[src/rtl/seg_serial_tx.sv]
// Serial transmitter for the seven-segment chain: captures a pattern word and
// shifts it MSB-first with a generated serial clock, clear and display enable.
module seg_serial_tx #(
  parameter int DATA_WIDTH  = 64,
  parameter int HALF_PERIOD = 2
) (
  input  logic                  clk,
  input  logic                  rst,
  input  logic                  start,
  input  logic [DATA_WIDTH-1:0] par_data,
  output logic                  busy,
  output logic                  done,
  output logic                  s_clk,
  output logic                  s_data,
  output logic                  s_clrn,
  output logic                  s_pen
);

  localparam int BW = $clog2(DATA_WIDTH);
  localparam int HW = $clog2(HALF_PERIOD) + 1;
  localparam logic [BW-1:0] LAST_BIT = BW'(DATA_WIDTH - 1);
  localparam logic [HW-1:0] LAST_HP  = HW'(HALF_PERIOD - 1);

  typedef enum logic [1:0] {IDLE, SHIFT, FINISH} state_t;

  state_t                state, state_n;
  logic [DATA_WIDTH-1:0] shift_reg;
  logic [BW-1:0]         bit_cnt;
  logic [HW-1:0]         hp_cnt;
  logic                  phase_end;
  logic                  bit_end;
  logic                  last_bit;

  // A bit ends at the last cycle of its high phase; s_clk is the phase flag.
  assign phase_end = (hp_cnt == LAST_HP);
  assign bit_end   = phase_end && s_clk;
  assign last_bit  = bit_end && (bit_cnt == LAST_BIT);

  always_comb begin
    state_n = state;
    case (state)
      IDLE:    if (start) state_n = SHIFT;
      SHIFT:   if (last_bit) state_n = FINISH;
      FINISH:  state_n = IDLE;
      default: state_n = IDLE;
    endcase
  end

  always_ff @(posedge clk or posedge rst) begin
    if (rst) state <= IDLE;
    else     state <= state_n;
  end

  // Datapath and all outputs are registered so nothing combinational reaches the pins.
  always_ff @(posedge clk or posedge rst) begin
    if (rst) begin
      shift_reg <= '0;
      bit_cnt   <= '0;
      hp_cnt    <= '0;
      busy      <= 1'b0;
      done      <= 1'b0;
      s_clk     <= 1'b0;
      s_data    <= 1'b0;
      s_clrn    <= 1'b0;
      s_pen     <= 1'b0;
    end else begin
      s_clrn <= 1'b1;
      done   <= 1'b0;
      case (state)
        IDLE: begin
          if (start) begin
            shift_reg <= par_data;
            bit_cnt   <= '0;
            hp_cnt    <= '0;
            s_clk     <= 1'b0;
            s_data    <= par_data[DATA_WIDTH-1];
            busy      <= 1'b1;
            s_pen     <= 1'b0;
          end
        end
        SHIFT: begin
          if (!phase_end) begin
            hp_cnt <= hp_cnt + 1'b1;
          end else begin
            hp_cnt <= '0;
            s_clk  <= ~s_clk;
            if (bit_end) begin
              shift_reg <= shift_reg << 1;
              s_data    <= shift_reg[DATA_WIDTH-2];
              if (last_bit) begin
                busy   <= 1'b0;
                done   <= 1'b1;
                s_pen  <= 1'b1;
                s_data <= 1'b0;
              end else begin
                bit_cnt <= bit_cnt + 1'b1;
              end
            end
          end
        end
        default: ;
      endcase
    end
  end

endmodule

[config.mk]
export PLATFORM = sky130hd
export DESIGN_NAME = seg_serial_tx
export DESIGN_NICKNAME = d
export VERILOG_FILES = /design/src/rtl/seg_serial_tx.sv
export SDC_FILE = /design/constraint.sdc
export NUM_CORES = 1
export LEC_CHECK = 0
export BUFFER_PORTS_ARGS = -buffer_cell sky130_fd_sc_hd__buf_2
export CELL_PAD_IN_SITES_DETAIL_PLACEMENT = 2
export CELL_PAD_IN_SITES_GLOBAL_PLACEMENT = 2
export CORE_MARGIN = 2
export CORE_UTILIZATION = 32
export DETAILED_ROUTE_END_ITERATION = 16
export PLACE_DENSITY = 0.72
export SLEW_MARGIN = 5
export SYNTH_ARGS = -nofsm -noshare
export SYNTH_HDL_FRONTEND = slang
export SYNTH_SLANG_ARGS = --single-unit
[constraint.sdc]
create_clock -name clk -period 2.75 [get_ports clk]
set_input_delay 0.6875 -clock clk [delete_from_list [all_inputs] [get_ports clk]]
set_output_delay 0.6875 -clock clk [all_outputs]
set_load 0.005 [all_outputs]
After elaboration in Yosys (flattened, before gate mapping)
Index checks and enable logic that the tools add are counted.

storage, ports and cells
  flip-flop bits (word level) = 79
  input bits = 67
  output and inout port bits = 6
  logic and storage cells = 67

cells by class
  add/subtract/negate cells = 2
  equality and inequality tests = 8
  multiplexer cells = 36
  bitwise logic cells = 1
  reductions and logical operators = 10

operators by type and width
  kind                   number
  $mux W63               3
  $pmux W63 S2           1
  $mux W6                4
  $mux W1                17
  $pmux W6 S2            1
  $ne A2 B2 Y1 const B   5
  $reduce_and A5 Y1      2
  $mux W2                4
  $pmux W1 S2            4
  $pmux W2 S2            2
  $add A6 B1 Y6 const B  1
  $eq A6 B6 Y1 const B   1
  $eq A2 B1 Y1 const B   2
  $reduce_and A2 Y1      2
  $reduce_and A4 Y1      1
  $reduce_and A3 Y1      1
  $add A2 B1 Y2 const B  1
  $logic_and A1 B1 Y1    2
  $logic_not A2 Y1       1
  $reduce_bool A2 Y1     1
  $not A1 Y1             1

Longest topological paths before layout
Gate-level depths: netlist (run 1).

  depth after elaboration = 7
  depth in mapped cells = 7
  depth with buffers taken out = 5

Worst setup path after synthesis (run 1)
OpenSTA, ideal clock, no wires.

  kind = input-to-reg
  from = input port start
  to = register bit_cnt[2]
  arrival time = 1.427 ns
  required time = 2.621 ns
  slack = 1.195 ns
  stages on the path = 6
  cells stage by stage = o21bai_4 mux2_4 buf_6 buf_6 nand2_1 nand3_1

between the ends
  cells in the longest elaborated chain, start to end = 2

ends and longest elaborated chain
  item                                RTL line  source
  start, declared                     9         input logic start,
  $ne A2 B2 Y1 (no source line)       -
  $reduce_and A5 Y1 (no source line)  -
  end signal, assigned                96        bit_cnt <= bit_cnt + 1'b1;
  end, declared                       28        logic [BW-1:0] bit_cnt;

Every way passes these cells.
A chain may end at the register's enable or synchronous reset.

Final worst setup path (run 1)
  from = register state[0]
  to = register shift_reg[47]

between the ends
  cells in the longest elaborated chain, start to end = 3
  elaborated cells between the ends (all ways) = 8

ends and longest elaborated chain
  item                                                                        RTL line  source
  start, declared                                                             26        state_t state, state_n;
  start signal, assigned                                                      51        else state <= state_n;
  $eq A2 B1 Y1 / $logic_not A2 Y1 (equally long branches)                     69        case (state)
  $ne A2 B2 Y1 (no source line) / $reduce_bool A2 Y1 (equally long branches)  -
  $reduce_and A4 Y1 (no source line)                                          -
  end signal, assigned                                                        72        shift_reg <= par_data;
  end signal, assigned                                                        88        shift_reg <= shift_reg << 1;
  end, declared                                                               27        logic [DATA_WIDTH-1:0] shift_reg;

Several ways; a longest one is shown, not always the timed one.

==> reports/qor.csv, run 1 <==
metric,value,unit
Slew Limit Fails,0,
Syn Area/Cell,10.9,um2
footprint of the multi-input gates,1700,um2
placed cell count,562,
"FF+latch count, synth",79,
portion of netlist area occupied by mux cells,16.8,%
Post-Syn Instances,359,
layout cells sized above 1,30.6,%
Die Ht,114,um
Post-CTS Hold Buffers,0,
Post-CTS Setup Inserts,0,
largest family of logic cells by synthesized area,multiplexers,
fin crit period,2.08,ns
final setup TNS,0,ns
CP max stage delay,0.66,ns
Final Hold Fails,0,
"Reg clk slew, reported paths",0.06,ns
TritonRoute pass-1 iters,4,
status,"complete, no violations",
CTS max path bufs,2,
CTS Buf Count,9,
most area-consuming cells after synthesis,"dfrtp_1, mux2i_1, o21ai_2, nand2_1, buf_6",
root buf cell,clkbuf_16,
Routed WL,9120,um
critical path launch point type,flip-flop,
via count,2851,
"Net Count, Synth",427,
Initial Util,32.7,%
area share of and/or/nand/nor cells after synthesis,10.4,%
Routed Antenna Nets,0,
first-pass GRT wire length,15200,um
Worst Hold Class,input port to asynchronous set/reset pin,
Maximum Capacitance Violations,0,
I/O pins,73,
CP max FO,33,
Crit. End Element,flip-flop,
H-Tree Level Count,3,
post-synthesis compound-gate area fraction,15.7,%
FMAX,481,MHz
Reg area,1980,um2
n_diodes,0,
Synth Warn #,0,
CTS tree,yes,
drt first-iter violations,84,
fill count,1275,
Leak,2.25,nW
WS Path Type,flip-flop to flip-flop,
Synth-to-Final Area Change,18.8,%
initial antenna violation count,0,
Worst Tran Pin Value,0.633,ns
placer congestion estimate,0.733,
worst clock skew,0.00378,ns
Synth area leader,dfrtp_1,
Final Util,38.8,%
CP cell instances,nand2b_4 > mux2_4 > buf_4 > nand2_1 > o21ai_2,
core area,12000,um2
port bufs,72,
CP Data Required Time,3.02,ns
row count,40,
period utilisation layout,75.6,%
Overflow after GRT,0,
RSZ-0062 raised after global routing,false,
Synth cell types,40,
fin cells,578,
# resized after CTS,0,
power consumption,5.41,mW
post-synthesis xor/xnor area fraction,0,%
overall die width,114,um
final worst slack,0.671,ns
full die area,13100,um2
final setup fails,0,
slew margin rel.,57.4,%
pwr/cell area,1170,nW/um2
"Seq/Total Area, Yosys",50.6,%
crit path DAT,2.35,ns
largest net degree at the start of global routing,47,
Setup WS pre-CTS,0.638,ns
Avg Vias per Cell,4.93,
DRC,0,
post-synthesis adder-cell area fraction,0.320,%
vias in the first global route,3045,
Layout Nets,494,
DP Wirelength,6380,um
worst-skew pair later-pin latency,0.34,ns
max FFs per register,63,
share of the synthesized area in the top cell type,50.6,%
Post-Syn Area,3910,um2
clk sinks,79,
Peak VDD IR,0.701,mV
"slowest stage cell, crit path",dfrtp_1,
wire per inst,15.8,um
gr usage total,14.9,%
## power breakdown
part,switching (mW),total [mW],internal (mW)
clock network,0.473,1.20,0.724
registers,0.270,1.82,1.55
logic,1.41,2.39,0.981
## area by class of cell
class	count	share of cell area (%)
sequential	79	42.6
multi-input combinational	249	36.6
timing repair buffer	81	10.0
clock buffer	12	5.31
tap	147	3.96
clock inverter	4	0.971
inverter	6	0.512
## path summary, 6_finish.rpt
path	start	endpoint	slack (ns)	cells after the start
setup / recovery	state[0]$_DFFE_PP0P_	shift_reg[47]$_DFFE_PP0P_	0.67	5
hold / removal	rst	shift_reg[50]$_DFFE_PP0P_	0.40	2
setup reg to reg	state[0]$_DFFE_PP0P_	shift_reg[47]$_DFFE_PP0P_	0.67	5
hold reg to reg	s_data$_DFFE_PP0P_	s_data$_DFFE_PP0P_	0.47	2
max in group asynchronous	rst	shift_reg[18]$_DFFE_PP0P_	1.56	3
min in group clk	s_data$_DFFE_PP0P_	s_data$_DFFE_PP0P_	0.47	2
## worst max-delay path: cells and delay by family, from the launching register on
| kind | cells | cell delay, ns |
|---|---|---|
| compound gates | 1 | 0.06 |
| buf+inv | 1 | 0.34 |
| flops | 1 | 0.66 |
| mux | 1 | 0.55 |
| simple gates | 2 | 0.38 |
## Yosys cell counts (all sizes together)
cell type  instances
dfrtp             79
nor4               4
nor2b              3
mux2i             63
o211a              1
o31ai              1
or3                1
inv                6
a31oi              1
nand3b             1
and3               1
clkbuf             4
a221o              1
conb               1
o21bai             1
and2               2
nand2b             2
nand2             69
o21ai             74
ha                 1
or4                1
mux2               2
buf               21
a2bb2oi            2
o211ai             2
o21a               1
a21oi              3
nand3              4
o22ai              2
nor3               2
nor2               2
a22o               1
## layout by cell type, fill, tap and decap left out, types with 5 or more instances in the layout
cell type  count
dfrtp_1       79
inv_1          5
buf_2         72
buf_4          6
mux2i_1       63
clkbuf_16      9
nand2_1       69
o21ai_0       30
o21ai_1       14
o21ai_2       30
## cells by family (layout without fill, tap and decap cells)
family	Yosys count	after routing
compound gates	90	90
fa+ha+maj	1	1
other cells	1	1
simple gates	92	92
buf+inv	31	103
mux	65	65
flops	79	79
## stage by stage
stage | instance area [um2] | hold slack, ns
3_5_place_dp | 4350 | 0.467
3_3_place_gp | 4350 | 0.458
6_report | 4640 | 0.403
5_1_grt | 4640 | 0.453
4_1_cts | 4640 | 0.419
2_1_floorplan | 3910 | 0.448
## routing by layer
| layer | wire [um] | up-vias | track usage (%) |
|---|---|---|---|
| li1 | - | 1386 | - |
| met3 | 474 | 8 | 4.66 |
| met4 | 121 | 0 | 4.88 |
| met5 | 0 | - | 0 |
| met1 | 4320 | 1392 | 19.5 |
| met2 | 4210 | 65 | 23.5 |
No activity file was read; power rests on OpenSTA's default activity.
==> run 2, diff against run 1 <==
Settings changed: CORE_UTILIZATION 32 to 36, PLACE_DENSITY 0.72 to 0.77.
Clock period 2.75 ns to 1.95 ns, I/O delays scaled along.
==> run 2 against run 1 <==
Sequential share of layout area grew 0.70 points. Clock power shrank 7%. Largest cell class unchanged. Via count shrank 0.81%. Hold slack lost 0.22 ns. Largest power group unchanged. Setup slack lost 0.43 ns. Die area shrank 11%. Non-clock buffer count grew 2. Clock-buffer cell count grew 1.
==> reports/qor.csv, run 2 (synthesis results as in run 1) <==
metric,value,unit,change
crit path DAT,1.97,ns,was 2.35 ns
layout cells sized above 1,30.9,%,was 30.6%
Final Cell Area,4560,um2,was 4640 um2
CP Data Required Time,2.22,ns,was 3.02 ns
Reg-to-Reg Start,state[0]$_DFFE_PP0P_,,unchanged
"most common cell after layout, fill and taps aside",dfrtp_1,,unchanged
status,"complete, no violations",,unchanged
met3 Track Usage GR,5.61,%,was 4.66%
full die area,11700,um2,was 13100 um2
DRC,0,,unchanged
final setup TNS,0,ns,unchanged
TritonRoute pass-1 iters,5,,was 4
worst-skew pair later-pin latency,0.37,ns,was 0.34 ns
most frequent cells in the layout,"dfrtp_1, buf_2, nand2_1",,unchanged
CTS tree,yes,,unchanged
worst path buffer plus inverter count,1,,unchanged
CP max FO,19,,was 33
via count,2828,,was 2851
"Reg clk slew, reported paths",0.07,ns,was 0.06 ns
Overflow after GRT,0,,unchanged
period utilisation layout,87.5,%,was 75.6%
pwr/cell area,1580,nW/um2,was 1170 nW/um2
Routed WL,9380,um,was 9120 um
Worst R2R Path Depth,4,,was 5
root buf cell,clkbuf_8,,was clkbuf_16
critical path launch point type,flip-flop,,unchanged
row count,38,,was 40
global routing's busiest layer,met2,,unchanged
FF-to-FF End,shift_reg[31]$_DFFE_PP0P_,,was shift_reg[47]$_DFFE_PP0P_
Peak VDD IR,0.718,mV,was 0.701 mV
"CP delay by family, top",flip-flops,,unchanged
CP endpoint,shift_reg[31]$_DFFE_PP0P_,,was shift_reg[47]$_DFFE_PP0P_
"slowest stage cell, crit path",dfrtp_1,,unchanged
clk sinks,79,,unchanged
RSZ-0062 raised after global routing,false,,unchanged
Post-CTS Setup Inserts,0,,unchanged
Initial Util,36.5,%,was 32.7%
Leak,2.21,nW,was 2.25 nW
fin crit period,1.71,ns,was 2.08 ns
overall die width,108,um,was 114 um
worst clock skew,0.0123,ns,was 0.00378 ns
port bufs,72,,unchanged
vias in the first global route,3174,,was 3045
Layout Nets,496,,was 494
DP Wirelength,6740,um,was 6380 um
initial antenna violation count,0,,unchanged
H-Tree Level Count,3,,unchanged
"Cell Area, Placed",4390,um2,was 4350 um2
gr usage total,17.6,%,was 14.9%
critical path startpoint,state[0]$_DFFE_PP0P_,,unchanged
Avg Vias per Cell,4.95,,was 4.93
CP max stage delay,0.47,ns,was 0.66 ns
GR Util met2,28.0,%,was 23.5%
core area,10700,um2,was 12000 um2
Synth-to-Final Area Change,16.8,%,was 18.8%
Slew Limit Fails,0,,unchanged
grt met1 use,22.7,%,was 19.5%
Final Hold Fails,0,,unchanged
power consumption,7.20,mW,was 5.41 mW
drt first-iter violations,102,,was 84
largest net degree at the start of global routing,52,,was 47
placer congestion estimate,0.723,,was 0.733
Worst Hold Class,input port to asynchronous set/reset pin,,unchanged
CTS Buf Count,9,,unchanged
Crit. End Element,flip-flop,,unchanged
Maximum Capacitance Violations,0,,unchanged
I/O pins,73,,unchanged
Die Ht,108,um,was 114 um
first-pass GRT wire length,15700,um,was 15200 um
final setup fails,0,,unchanged
Final Util,42.7,%,was 38.8%
wire per inst,16.4,um,was 15.8 um
WS Path Type,flip-flop to flip-flop,,unchanged
CP Depth,4,,was 5
n_diodes,0,,unchanged
FMAX,586,MHz,was 481 MHz
slack of the worst reg-to-reg path,0.24,ns,was 0.67 ns
CP cell instances,nand2b_4 > mux2_4 > buf_4 > o21ai_0,,was nand2b_4 > mux2_4 > buf_4 > nand2_1 > o21ai_2
max FFs per register,63,,unchanged
Routed Antenna Nets,0,,unchanged
CTS max path bufs,2,,unchanged
-- run 2: worst reg2reg max path: cells and delay by family, from the launching register on --
family | cells | cell delay, ns
flip-flops | 1 | 0.47
multiplexers | 1 | 0.46
AND/OR/NAND/NOR | 1 | 0.24
buffers and inverters | 1 | 0.23
AO/OA/AOI/OAI | 1 | 0.20
-- run 2: stage by stage --
| stage | std cells | hold WS, ns | worst slack [ns] |
|---|---|---|---|
| 6_report | 571 | 0.182 | 0.244 |
| 5_1_grt | 571 | 0.181 | 0.0572 |
| 4_1_cts | 571 | 0.168 | 0.187 |
| 3_5_place_dp | 557 | 0.475 | 0.218 |
| 3_3_place_gp | 557 | 0.461 | 0.282 |
| 2_1_floorplan | 359 | 0.448 | 0.482 |
-- run 2: metal layers --
metal	wire length, um	vias to the layer above	part of all wire, %
met2	4470	63	48
met1	4300	1367	46
met5	0	-	0
met4	135	0	1.4
met3	476	11	5.1
li1	-	1387	-
-- run 2: worst min path at each step --
stage                                endpoint  slack (ns)  depth (start not counted)
floorplan           shift_reg[12]$_DFFE_PP0P_        0.45                          2
global placement    shift_reg[60]$_DFFE_PP0P_        0.46                          2
global route        shift_reg[61]$_DFFE_PP0P_        0.18                          3
CTS                 shift_reg[53]$_DFFE_PP0P_        0.17                          3
detailed placement  shift_reg[15]$_DFFE_PP0P_        0.47                          2
finish              shift_reg[50]$_DFFE_PP0P_        0.18                          3
-- run 2: repair_timing --
item                                    CTS  global route
hold buffers                              0             0
gates resized for setup                   0             1
endpoints found under the setup margin    0             1
-- run 2: area by class of cell --
class,count,area [um2]
well taps,140,175
fillers,1166,6130
inverters,6,26.3
clock inverters,1,5.00
repair buffers,83,518
multi-input cells,249,1700
clock buffers,13,159
flip-flops and latches,79,1980
-- run 2: power by group --
group	leakage, nW	internal, mW	total (mW)	switching (mW)
Combinational	1.11	1.47	3.55	2.08
Sequential	1.02	2.19	2.55	0.359
Clock	0.0854	0.518	1.11	0.588
Total	2.21	4.18	7.20	3.02
==> run 3, diff against run 2 <==
--- a/config.mk
+++ b/config.mk
@@ -12,4 +12,5 @@
 export CORE_UTILIZATION = 36
 export DETAILED_ROUTE_END_ITERATION = 16
+export GPL_TIMING_DRIVEN = 0
 export PLACE_DENSITY = 0.77
 export SLEW_MARGIN = 5
==> constraint.sdc (replaced) <==
create_clock -name clk -period 1.9 [get_ports clk]
set_input_delay 0.285 -clock clk [delete_from_list [all_inputs] [get_ports clk]]
set_output_delay 0.285 -clock clk [all_outputs]
set_load 0.005 [all_outputs]
==> run 3 against run 2 <==
First-iteration DRC count fell by 35%. Critical path depth rose by 1. Setup slack got worse by 0.11 ns. Global-route usage is 0.14 points higher. Hold slack worse by 0.14 ns. Cell area rose by 3.2%. Clock power is 22% higher. Sequential share of layout area is 1.3 points lower. Register-to-register slack worse by 0.11 ns. Critical endpoint is now s_data$_DFFE_PP0P_.
==> reports/qor.csv, run 3 (synthesis results as in run 1) <==
metric,value,unit,change
status,"complete, no violations",,unchanged
worst clock skew,0.00839,ns,was 0.0123 ns
Crit. End Element,flip-flop,,unchanged
gr usage total,17.8,%,was 17.6%
RSZ-0062 raised after global routing,true,,was false
initial antenna violation count,0,,unchanged
Final Hold Fails,0,,unchanged
Slew Limit Fails,0,,unchanged
placer congestion estimate,0.722,,was 0.723
Synth-to-Final Area Change,20.6,%,was 16.8%
Setup WS pre-CTS,0.189,ns,was 0.218 ns
via count,2954,,was 2828
port bufs,72,,unchanged
n_diodes,0,,unchanged
met3 Track Usage GR,3.38,%,was 5.61%
global routing's busiest layer,met2,,unchanged
CTS max path bufs,2,,unchanged
Die Ht,108,um,unchanged
Peak VDD IR,0.662,mV,was 0.718 mV
Leak,2.28,nW,was 2.21 nW
Overflow after GRT,0,,unchanged
Maximum Capacitance Violations,0,,unchanged
largest net degree at the start of global routing,31,,was 52
grt met1 use,23.4,%,was 22.7%
Worst R2R Path Depth,5,,was 4
overall die width,108,um,unchanged
drt first-iter violations,66,,was 102
final worst slack,0.129,ns,was 0.244 ns
power consumption,7.96,mW,was 7.20 mW
fin crit period,1.77,ns,was 1.71 ns
CTS Buf Count,9,,unchanged
CP max FO,6,,was 19
full die area,11700,um2,unchanged
CP Data Required Time,2.11,ns,was 2.22 ns
layout cells sized above 1,33.2,%,was 30.9%
placed cell count,573,,was 557
DP Wirelength,7180,um,was 6740 um
clk sinks,79,,unchanged
Hold Slack,0.0453,ns,was 0.182 ns
Layout Nets,512,,was 496
period utilisation layout,93.2,%,was 87.5%
Worst Hold Class,input port to asynchronous set/reset pin,,unchanged
fill count,1191,,was 1166
Routed WL,9730,um,was 9380 um
Final Util,44.0,%,was 42.7%
Routed Antenna Nets,0,,unchanged
row count,38,,unchanged
final setup fails,0,,unchanged
critical path launch point type,flip-flop,,unchanged
"Reg clk slew, reported paths",0.08,ns,was 0.07 ns
H-Tree Level Count,3,,unchanged
critical path startpoint,bit_cnt[0]$_DFFE_PP0P_,,was state[0]$_DFFE_PP0P_
vias in the first global route,3247,,was 3174
Avg Vias per Cell,5.02,,was 4.95
GR Util met2,29.7,%,was 28.0%
slew margin rel.,51.8,%,
max FFs per register,63,,unchanged
DRC,0,,unchanged
worst-skew pair later-pin latency,0.35,ns,was 0.37 ns
wire per inst,16.5,um,was 16.4 um
core area,10700,um2,unchanged
fin cells,589,,was 571
FMAX,565,MHz,was 586 MHz
root buf cell,clkbuf_8,,unchanged
CTS tree,yes,,unchanged
crit path DAT,1.98,ns,was 1.97 ns
Reg-to-Reg Start,bit_cnt[0]$_DFFE_PP0P_,,was state[0]$_DFFE_PP0P_
most frequent cells in the layout,"dfrtp_1, buf_2, nand2_1",,unchanged
"most common cell after layout, fill and taps aside",dfrtp_1,,unchanged
I/O pins,73,,unchanged
Post-CTS Setup Inserts,0,,unchanged
WS Path Type,flip-flop to flip-flop,,unchanged
pwr/cell area,1690,nW/um2,was 1580 nW/um2
FF-to-FF End,s_data$_DFFE_PP0P_,,was shift_reg[31]$_DFFE_PP0P_
TritonRoute pass-1 iters,4,,was 5
Initial Util,36.5,%,unchanged
Worst Tran Pin Value,0.721,ns,
slack of the worst reg-to-reg path,0.13,ns,was 0.24 ns
first-pass GRT wire length,16100,um,was 15700 um
[run 3: cell types whose count changed in the layout (fill, tap and decap cells not counted), sizes merged]
cell / before / now
buf: 83 / 95
bufinv: 0 / 1
clkbuf: 13 / 16
clkinv: 1 / 0
clkinvlp: 1 / 4
[run 3: layout make-up]
| type | instances | area (um2) | share of cell area (%) |
|---|---|---|---|
| flip-flops and latches | 79 | 1980 | 42.0 |
| clock inverters | 4 | 52.6 | 1.12 |
| clock buffers | 12 | 165 | 3.51 |
| repair buffers | 74 | 400 | 8.50 |
| multi-input cells | 249 | 1700 | 36.0 |
| inverters | 6 | 26.3 | 0.558 |
| well taps | 140 | 175 | 3.72 |
| plain buffers | 25 | 216 | 4.60 |
[run 3: how the worst max path moves through the flow]
stage | to
after floorplan | bit_cnt[2]$_DFFE_PP0P_
after global routing | s_data$_DFFE_PP0P_
after detailed placement | bit_cnt[0]$_DFFE_PP0P_
after global placement | shift_reg[29]$_DFFE_PP0P_
final | s_data$_DFFE_PP0P_
after CTS | s_data$_DFFE_PP0P_
[run 3: through the flow]
stage | setup TNS, ns | cell area (um2)
final | 0 | 4710
after global routing | -0.0576 | 4710
after CTS | 0 | 4700
after detailed placement | 0 | 4490
after global placement | 0 | 4450
after floorplan | 0 | 3910
[run 3: worst max-delay path: stages (launching register included)]
cell	delay [ns]
dfrtp_1	0.42
ha_1	0.23
nand3_1	0.23
nor3_2	0.45
a2bb2oi_1	0.21
o21ai_0	0.09
[run 3: what timing repair did]
| action | 4_1_cts | 5_1_grt |
|---|---|---|
| hold buffers | 0 | 0 |
| setup endpoints to repair | 0 | 4 |
| hold endpoints to repair | 0 | 0 |
| gates resized for setup | 0 | 1 |
[run 3: per-layer routing]
metal / vias to the layer above / share of wire, %
li1: 1417 / -
met1: 1471 / 45
met2: 56 / 49
met3: 10 / 4.5
met4: 0 / 1.3
met5: - / 0
[run 3: power by group]
group / internal (mW) / leakage [nW] / switching (mW)
registers: 2.24 / 1.02 / 0.364
logic: 1.70 / 1.16 / 2.30
clock network: 0.715 / 0.101 / 0.635
